## src/rtl/id_hazard_ctrl_pkg.sv

```systemverilog
// Shared types and encodings for the decode-stage hazard controller.
package hazard_pkg;

  // Forwarding mux selects seen by the decode stage.
  localparam logic [1:0] FWD_RF  = 2'd0;
  localparam logic [1:0] FWD_EX  = 2'd1;
  localparam logic [1:0] FWD_MEM = 2'd2;
  localparam logic [1:0] FWD_WB  = 2'd3;

  // Next-PC source selects.
  localparam logic [1:0] PC_SEQ = 2'd0;
  localparam logic [1:0] PC_BR  = 2'd1;
  localparam logic [1:0] PC_JMP = 2'd2;
  localparam logic [1:0] PC_RET = 2'd3;

  // Register tags are held zero-extended to this width so the slot record
  // can live in the package; REG_BITS must not exceed it.
  localparam int SLOT_RD_W = 8;

  // One in-flight write tag in the shadow pipeline.
  typedef struct packed {
    logic                 v;
    logic [SLOT_RD_W-1:0] rd;
    logic                 regwr;
    logic                 memr;
  } slot_t;

  // A slot supplies source r when it is a live register write to r
  // (register 0 is excluded when it is hard-wired to zero).
  function automatic logic slot_match(input slot_t s, input logic [SLOT_RD_W-1:0] r,
                                      input logic r0_zero);
    return s.v && s.regwr && (s.rd == r) && !(r0_zero && (r == '0));
  endfunction

endpackage

```

## src/rtl/id_hazard_ctrl_if.sv

```systemverilog
// Decode-stage <-> hazard controller signal bundle.
interface id_hazard_ctrl_if #(
  parameter int REG_BITS = 3,
  parameter int CNT_W    = 16
);
  logic                id_valid;
  logic [REG_BITS-1:0] id_rs1;
  logic [REG_BITS-1:0] id_rs2;
  logic                id_use1;
  logic                id_use2;
  logic [REG_BITS-1:0] id_rd;
  logic                id_regwr;
  logic                id_memr;
  logic                id_br;
  logic                id_jmp;
  logic                id_call;
  logic                id_ret;
  logic                comp_res;
  logic [1:0]          ForwardA;
  logic [1:0]          ForwardB;
  logic                stall;
  logic                kill;
  logic [1:0]          pc_sel;
  logic                RRWE;
  logic                JumpSrc;
  logic [CNT_W-1:0]    stall_cnt;
  logic [CNT_W-1:0]    kill_cnt;

  // Decode side: presents the instruction, consumes the control decisions.
  modport master (
    output id_valid, id_rs1, id_rs2, id_use1, id_use2, id_rd, id_regwr, id_memr,
           id_br, id_jmp, id_call, id_ret, comp_res,
    input  ForwardA, ForwardB, stall, kill, pc_sel, RRWE, JumpSrc, stall_cnt, kill_cnt
  );

  // Controller side.
  modport slave (
    input  id_valid, id_rs1, id_rs2, id_use1, id_use2, id_rd, id_regwr, id_memr,
           id_br, id_jmp, id_call, id_ret, comp_res,
    output ForwardA, ForwardB, stall, kill, pc_sel, RRWE, JumpSrc, stall_cnt, kill_cnt
  );
endinterface

```

## src/rtl/id_hazard_ctrl_fwd_select.sv

```systemverilog
// Forward select and load-use detection for one source operand.
module fwd_select
  import hazard_pkg::*;
#(
  parameter int R0_ZERO = 0
) (
  input  logic                 en,
  input  logic [SLOT_RD_W-1:0] src,
  input  slot_t                ex_s,
  input  slot_t                mem_s,
  input  slot_t                wb_s,
  output logic [1:0]           fwd,
  output logic                 load_hit
);

  logic r0z;
  assign r0z = (R0_ZERO != 0);

  // Youngest producer wins; a load still in EX has no data yet, so it
  // raises load_hit instead of selecting the EX path.
  always_comb begin
    fwd      = FWD_RF;
    load_hit = 1'b0;
    if (en) begin
      load_hit = slot_match(ex_s, src, r0z) && ex_s.memr;
      if (slot_match(ex_s, src, r0z) && !ex_s.memr) fwd = FWD_EX;
      else if (slot_match(mem_s, src, r0z))         fwd = FWD_MEM;
      else if (slot_match(wb_s, src, r0z))          fwd = FWD_WB;
    end
  end

endmodule

```

## src/rtl/id_hazard_ctrl.sv

```systemverilog
// Decode-stage hazard, forwarding and control-flow controller.
module id_hazard_ctrl
  import hazard_pkg::*;
#(
  parameter int REG_BITS = 3,
  parameter int CNT_W    = 16,
  parameter int R0_ZERO  = 0
) (
  input logic             clk,
  input logic             rst_n,
  id_hazard_ctrl_if.slave bus
);

  slot_t ex_q, mem_q, wb_q;
  slot_t ex_d, mem_d, wb_d;
  logic [CNT_W-1:0] stall_cnt_q, stall_cnt_d;
  logic [CNT_W-1:0] kill_cnt_q, kill_cnt_d;

  logic [SLOT_RD_W-1:0] src   [2];
  logic                 use_v [2];
  logic [1:0]           fwd   [2];
  logic                 hit   [2];
  logic                 stall;
  logic                 ctl_en;

  assign src[0]   = {{(SLOT_RD_W-REG_BITS){1'b0}}, bus.id_rs1};
  assign src[1]   = {{(SLOT_RD_W-REG_BITS){1'b0}}, bus.id_rs2};
  assign use_v[0] = bus.id_valid && bus.id_use1;
  assign use_v[1] = bus.id_valid && bus.id_use2;

  for (genvar gi = 0; gi < 2; gi++) begin : g_fwd
    fwd_select #(.R0_ZERO(R0_ZERO)) u_fwd (
      .en       (use_v[gi]),
      .src      (src[gi]),
      .ex_s     (ex_q),
      .mem_s    (mem_q),
      .wb_s     (wb_q),
      .fwd      (fwd[gi]),
      .load_hit (hit[gi])
    );
  end

  assign stall        = bus.id_valid && (hit[0] || hit[1]);
  assign bus.stall    = stall;
  assign bus.ForwardA = fwd[0];
  assign bus.ForwardB = fwd[1];

  // Control decisions wait out a stall (operands not ready) and are held
  // low while reset is asserted.
  assign ctl_en = rst_n && bus.id_valid && !stall;

  // Branch/jump/call/return resolution, ret > call > jmp > br.
  always_comb begin
    bus.kill    = 1'b0;
    bus.pc_sel  = PC_SEQ;
    bus.RRWE    = 1'b0;
    bus.JumpSrc = 1'b0;
    if (ctl_en) begin
      if (bus.id_ret) begin
        bus.kill    = 1'b1;
        bus.pc_sel  = PC_RET;
        bus.JumpSrc = 1'b1;
      end else if (bus.id_call) begin
        bus.kill   = 1'b1;
        bus.pc_sel = PC_JMP;
        bus.RRWE   = 1'b1;
      end else if (bus.id_jmp) begin
        bus.kill   = 1'b1;
        bus.pc_sel = PC_JMP;
      end else if (bus.id_br && bus.comp_res) begin
        bus.kill   = 1'b1;
        bus.pc_sel = PC_BR;
      end
    end
  end

  // Shadow pipeline advance and saturating event counters.
  always_comb begin
    ex_d  = '0;
    mem_d = ex_q;
    wb_d  = mem_q;
    if (bus.id_valid && !stall) begin
      ex_d.v     = 1'b1;
      ex_d.rd    = {{(SLOT_RD_W-REG_BITS){1'b0}}, bus.id_rd};
      ex_d.regwr = bus.id_regwr;
      ex_d.memr  = bus.id_memr;
    end
    stall_cnt_d = stall_cnt_q;
    kill_cnt_d  = kill_cnt_q;
    if (stall && (stall_cnt_q != '1)) stall_cnt_d = stall_cnt_q + 1'b1;
    if (bus.kill && (kill_cnt_q != '1)) kill_cnt_d = kill_cnt_q + 1'b1;
  end

  // State registers.
  always_ff @(posedge clk or negedge rst_n) begin
    if (!rst_n) begin
      ex_q        <= '0;
      mem_q       <= '0;
      wb_q        <= '0;
      stall_cnt_q <= '0;
      kill_cnt_q  <= '0;
    end else begin
      ex_q        <= ex_d;
      mem_q       <= mem_d;
      wb_q        <= wb_d;
      stall_cnt_q <= stall_cnt_d;
      kill_cnt_q  <= kill_cnt_d;
    end
  end

  assign bus.stall_cnt = stall_cnt_q;
  assign bus.kill_cnt  = kill_cnt_q;

endmodule
```

## src/flat_wrapper.sv

```systemverilog
// flat-port wrapper written by rule: the top's interface ports become plain ports
module id_hazard_ctrl_flat import hazard_pkg::*;
#(
  parameter int REG_BITS = 3,
  parameter int CNT_W    = 16,
  parameter int R0_ZERO  = 0
)
  (clk, rst_n, bus_id_valid, bus_id_rs1, bus_id_rs2, bus_id_use1, bus_id_use2, bus_id_rd, bus_id_regwr, bus_id_memr, bus_id_br, bus_id_jmp, bus_id_call, bus_id_ret, bus_comp_res, bus_ForwardA, bus_ForwardB, bus_stall, bus_kill, bus_pc_sel, bus_RRWE, bus_JumpSrc, bus_stall_cnt, bus_kill_cnt);
  id_hazard_ctrl_if #(.REG_BITS(REG_BITS), .CNT_W(CNT_W)) bus_i ();
  input logic clk;
  input logic rst_n;
  input wire logic [$bits(bus_i.id_valid)-1:0] bus_id_valid;
  input wire logic [$bits(bus_i.id_rs1)-1:0] bus_id_rs1;
  input wire logic [$bits(bus_i.id_rs2)-1:0] bus_id_rs2;
  input wire logic [$bits(bus_i.id_use1)-1:0] bus_id_use1;
  input wire logic [$bits(bus_i.id_use2)-1:0] bus_id_use2;
  input wire logic [$bits(bus_i.id_rd)-1:0] bus_id_rd;
  input wire logic [$bits(bus_i.id_regwr)-1:0] bus_id_regwr;
  input wire logic [$bits(bus_i.id_memr)-1:0] bus_id_memr;
  input wire logic [$bits(bus_i.id_br)-1:0] bus_id_br;
  input wire logic [$bits(bus_i.id_jmp)-1:0] bus_id_jmp;
  input wire logic [$bits(bus_i.id_call)-1:0] bus_id_call;
  input wire logic [$bits(bus_i.id_ret)-1:0] bus_id_ret;
  input wire logic [$bits(bus_i.comp_res)-1:0] bus_comp_res;
  output wire logic [$bits(bus_i.ForwardA)-1:0] bus_ForwardA;
  output wire logic [$bits(bus_i.ForwardB)-1:0] bus_ForwardB;
  output wire logic [$bits(bus_i.stall)-1:0] bus_stall;
  output wire logic [$bits(bus_i.kill)-1:0] bus_kill;
  output wire logic [$bits(bus_i.pc_sel)-1:0] bus_pc_sel;
  output wire logic [$bits(bus_i.RRWE)-1:0] bus_RRWE;
  output wire logic [$bits(bus_i.JumpSrc)-1:0] bus_JumpSrc;
  output wire logic [$bits(bus_i.stall_cnt)-1:0] bus_stall_cnt;
  output wire logic [$bits(bus_i.kill_cnt)-1:0] bus_kill_cnt;
  assign bus_i.id_valid = bus_id_valid;
  assign bus_i.id_rs1 = bus_id_rs1;
  assign bus_i.id_rs2 = bus_id_rs2;
  assign bus_i.id_use1 = bus_id_use1;
  assign bus_i.id_use2 = bus_id_use2;
  assign bus_i.id_rd = bus_id_rd;
  assign bus_i.id_regwr = bus_id_regwr;
  assign bus_i.id_memr = bus_id_memr;
  assign bus_i.id_br = bus_id_br;
  assign bus_i.id_jmp = bus_id_jmp;
  assign bus_i.id_call = bus_id_call;
  assign bus_i.id_ret = bus_id_ret;
  assign bus_i.comp_res = bus_comp_res;
  assign bus_ForwardA = bus_i.ForwardA;
  assign bus_ForwardB = bus_i.ForwardB;
  assign bus_stall = bus_i.stall;
  assign bus_kill = bus_i.kill;
  assign bus_pc_sel = bus_i.pc_sel;
  assign bus_RRWE = bus_i.RRWE;
  assign bus_JumpSrc = bus_i.JumpSrc;
  assign bus_stall_cnt = bus_i.stall_cnt;
  assign bus_kill_cnt = bus_i.kill_cnt;
  id_hazard_ctrl #(.REG_BITS(REG_BITS), .CNT_W(CNT_W), .R0_ZERO(R0_ZERO)) u_core (.clk(clk), .rst_n(rst_n), .bus(bus_i));
endmodule
```

## config.mk

```make
export PLATFORM = sky130hd
export DESIGN_NAME = id_hazard_ctrl_flat
export DESIGN_NICKNAME = d
export VERILOG_FILES = /design/src/rtl/id_hazard_ctrl_pkg.sv /design/src/rtl/id_hazard_ctrl_if.sv /design/src/rtl/id_hazard_ctrl_fwd_select.sv /design/src/rtl/id_hazard_ctrl.sv /design/src/flat_wrapper.sv
export SDC_FILE = /design/constraint.sdc
export NUM_CORES = 1
export LEC_CHECK = 0
export ABC_CLOCK_PERIOD_IN_PS = 5100
export BUFFER_PORTS_ARGS = -buffer_cell sky130_fd_sc_hd__buf_2
export CAP_MARGIN = 20
export CELL_PAD_IN_SITES_DETAIL_PLACEMENT = 0
export CELL_PAD_IN_SITES_GLOBAL_PLACEMENT = 1
export CORE_MARGIN = 2
export CORE_UTILIZATION = 44
export DETAILED_ROUTE_END_ITERATION = 7
export GPL_ROUTABILITY_DRIVEN = 0
export PLACE_DENSITY = 0.93
export SLEW_MARGIN = 5
export SYNTH_ARGS = -nofsm -noshare
export SYNTH_HDL_FRONTEND = slang
export SYNTH_SLANG_ARGS = --single-unit
```

## constraint.sdc

```tcl
create_clock -name clk -period 5.1 [get_ports clk]
set_input_delay 0.255 -clock clk [delete_from_list [all_inputs] [get_ports clk]]
set_output_delay 0.255 -clock clk [all_outputs]
set_load 0.05 [all_outputs]
```

==> results.cfg <==
[logic_synthesis]
netlist_area_mm2 = 0.00245
synth_seq_cells = 48
yosysSeqAreaShare_pct = 49.0
syn_nets = 251
synth_warnings = 0
synth_cells = 228
ys_types = 35
synth_area_per_cell_um2 = 10.7

[timing]
grt_setup_unrepaired = false
skew_ps = 5.41
setup_viol = 0
tns_ps = 0
fin_crit_sh_pct = 57.2
hold_viol_final = 0
fin_crit_ps = 2920
slew_viol_final = 0
maxSlewHeadroom_pct = 57.7
fmax_ghz = 0.343
final.setup.worst_slack_ps = 2180
max_slew.worst_pin.slew_ps = 628

[finish]
fin_nets = 318
final_area_mm2 = 0.00293
area.sequential_mm2 = 0.00120
diodes = 0
multi_input_area_mm2 = 0.00121
syn2layout_area_growth_pct = 19.8
drive_above_1_share_pct = 28.7
fillerInstances = 487

[floorplan]
num_io_pins = 63
initial_core_util_pct = 45.0
die_x_um = 78.6
coreArea_mm2 = 0.00544
die_h_um = 78.6
die_area_mm2 = 0.00618
rows = 27

[pwr]
net-switching-power_uw = 301
p_per_area_mw_per_mm2 = 300
internal_power_uw = 579
pwr-share-clk_pct = 26.4
comb_power_share_pct = 23.2
static-leakage-power_uw = 0.00140
power_frac_seq_pct = 50.3
swShare_pct = 34.2
vdd_ir_drop_max_mv = 0.317

[clocking]
postCtsSetupBuffers = 0
root_buffer = clkbuf_8
cts_sinks = 48
htreeDepth = 2
cts_made_buffers = 5
cts_tree = done
clk_latency_ps = 300
cts_max_path_buffers = 2
cts.clk_slew.worst_paths_ps = 90

[critical_path]
crit_chain = dlygate4sd3_1 > buf_2 > buf_4 > and2_0 > nand2_1 > nor3b_1 > buf_2
cp_max_fo = 33
worst_path_max_delay_cell = dlygate4sd3_1
max_stage_delay_ps = 520
r2r_cells = 7
endpoint_kind = output pin
arrival_ps = 2660
path_delay_family = buffers and inverters
cp_num_buf_inv = 4
path_class = primary input to output pin
startpoint = rst_n
startpoint_type = primary input
path_common_cell = buf_2
regToRegStartpoint = u_core.ex_q[3]
required_ps = 4850
cp_num_cells = 7

[route]
num_vias = 1930
drtIter0Drc = 107
wl_per_cell_um = 14.3
viasPerCell = 5.24
dr.pass1.iters = 4
ant_nets = 0
drc = 0
wirelength_um = 5250

[outcome]
status = finished clean

[global_routing]
grt_overflow = 0
grtUsageTotal_pct = 18.3
antenna_found_initial = 0
grt_pass1_vias = 1859
grt_max_degree = 34
grt_pass1_wl_um = 8990

[placement]
pre_cts_slack_ps = 2660
io_buffers = 62
dpl-instance-area_mm2 = 0.00283
hpwlAfterDp_um = 3810

[worst_hold_path]
hold_path_class = primary input to flop
hold_start = bus_id_rd[1]
holdPathStages = 2

[flow_run]
drv_cap = 0
-- per-stage QoR --
stage | total power [uW] | hold slack [ps] | util [%] | std cells
6_report | 880 | 193 | 53.9 | 368
5_1_grt | 931 | 177 | 53.9 | 368
4_1_cts | 892 | 183 | 53.9 | 368
3_5_place_dp | 656 | 237 | 52.0 | 359
3_3_place_gp | 652 | 227 | 52.0 | 359
2_1_floorplan | 593 | -40.6 | - | 228
-- layout by cell type (no fill, tap or decap), types with 2 or more instances in the layout --
| cell type | synthesis | final |
|---|---|---|
| buf_2 | 1 | 62 |
| dfrtp_1 | 48 | 48 |
| xnor2_1 | 25 | 25 |
| nand3_1 | 23 | 23 |
| xor2_1 | 21 | 21 |
| nand2_1 | 16 | 16 |
| nor2_1 | 15 | 15 |
| nand4_1 | 14 | 14 |
| and3_1 | 10 | 10 |
| nor3_1 | 6 | 6 |
| clkbuf_8 | 0 | 6 |
| nor4_1 | 5 | 5 |
| a21oi_1 | 4 | 4 |
| and4_1 | 4 | 4 |
| nor4b_2 | 4 | 4 |
| mux2_2 | 4 | 4 |
| and2_0 | 2 | 2 |
| or4_1 | 2 | 2 |
| nor3b_1 | 2 | 2 |
| nand2b_1 | 2 | 2 |
| a2111oi_0 | 2 | 2 |
| ha_1 | 2 | 2 |
| buf_4 | 0 | 2 |
-- layout make-up --
cell class	instances	share of cell area, %
clock buffer	7	2.94
tap	72	3.07
sequential	48	40.9
multi-input combinational	174	41.2
inverter	1	0.128
timing repair buffer	65	11.4
clock inverter	1	0.256
-- cell families (layout without fill, tap and decap cells) --
family / after synthesis / in the layout / synth area share, %
fa+ha+maj: 2 / 2 / 1.02
xor+xnor: 46 / 46 / 16.4
flops: 48 / 48 / 49.0
buf+inv: 6 / 74 / 1.58
compound gates: 11 / 11 / 3.27
simple gates: 111 / 111 / 26.8
mux: 4 / 4 / 1.84
-- registers in the layout, summed over array words and instances (netlist names) --
register	flops
u_core.ex_q	6
u_core.bus.kill_cnt	16
u_core.bus.stall_cnt	16
u_core.mem_q	5
u_core.wb_q	5
-- cells in the mapped netlist --
| cell type | number | area share, % |
|---|---|---|
| xor2_1 | 21 | 7.5 |
| dfrtp_1 | 48 | 49 |
| nor3b_2 | 1 | 0.51 |
| buf_6 | 2 | 0.92 |
| nand3_1 | 23 | 4.7 |
| ha_1 | 2 | 1.0 |
| a41oi_1 | 1 | 0.36 |
| o22a_1 | 1 | 0.36 |
| a2111oi_0 | 2 | 0.72 |
| nor2_4 | 1 | 0.46 |
| nor4b_2 | 4 | 2.5 |
| nor3_1 | 6 | 1.2 |
| nor4_2 | 1 | 0.51 |
| a31oi_1 | 1 | 0.26 |
| clkbuf_1 | 2 | 0.31 |
| nor4_1 | 5 | 1.3 |
| nand4_1 | 14 | 3.6 |
| a2111o_1 | 1 | 0.46 |
| mux2_2 | 4 | 1.8 |
| a21oi_1 | 4 | 0.82 |
| and4_4 | 1 | 0.46 |
| inv_2 | 1 | 0.15 |
| nand2_1 | 16 | 2.5 |
| and2_1 | 1 | 0.26 |
| and2_0 | 2 | 0.51 |
| buf_2 | 1 | 0.20 |
| a21boi_0 | 1 | 0.31 |
| xnor2_1 | 25 | 8.9 |
| nor2_1 | 15 | 2.3 |
| nor3_2 | 1 | 0.41 |
| and3_1 | 10 | 2.6 |
| nand2b_1 | 2 | 0.51 |
| and4_1 | 4 | 1.4 |
| nor3b_1 | 2 | 0.61 |
| or4_1 | 2 | 0.61 |
-- power groups by stage --
stage	combinational, uW	clock, uW	sequential [uW]
after CTS	207	242	443
after detailed placement	206	0	451
after floorplan	67.0	0	526
final	205	233	443
after global placement	203	0	449
after global routing	225	258	448
-- routing by layer --
layer,global-route usage (%),part of all wire [%]
met3,4.02,3.8
met5,0,0
met2,28.2,47
met4,6.67,1.6
met1,25.5,48
-- worst paths after layout --
| check | to | slack, ps |
|---|---|---|
| min in group asynchronous | u_core.bus.stall_cnt[13] | 430 |
| setup reg to reg | u_core.bus.kill_cnt[14] | 3060 |
| max in group asynchronous | u_core.bus.kill_cnt[4] | 3890 |
| hold / removal | u_core.ex_q[3] | 190 |
| setup / recovery | bus_RRWE | 2180 |
| hold reg to reg | u_core.mem_q[1] | 380 |
-- timing repair --
action / in CTS / in global routing
hold endpoints to repair: 20 / 0
hold buffers: 1 / 0
resized for setup: 0 / 0
-- worst reg2reg max path: cells and delay by family (launching register included) --
kind	cells	cell delay, ps
AO/OA/AOI/OAI	1	150
XOR/XNOR	1	150
buffers and inverters	2	480
flip-flops	1	420
multiplexers	1	370
AND/OR/NAND/NOR	2	370
Power figures use the tool's default switching activity.
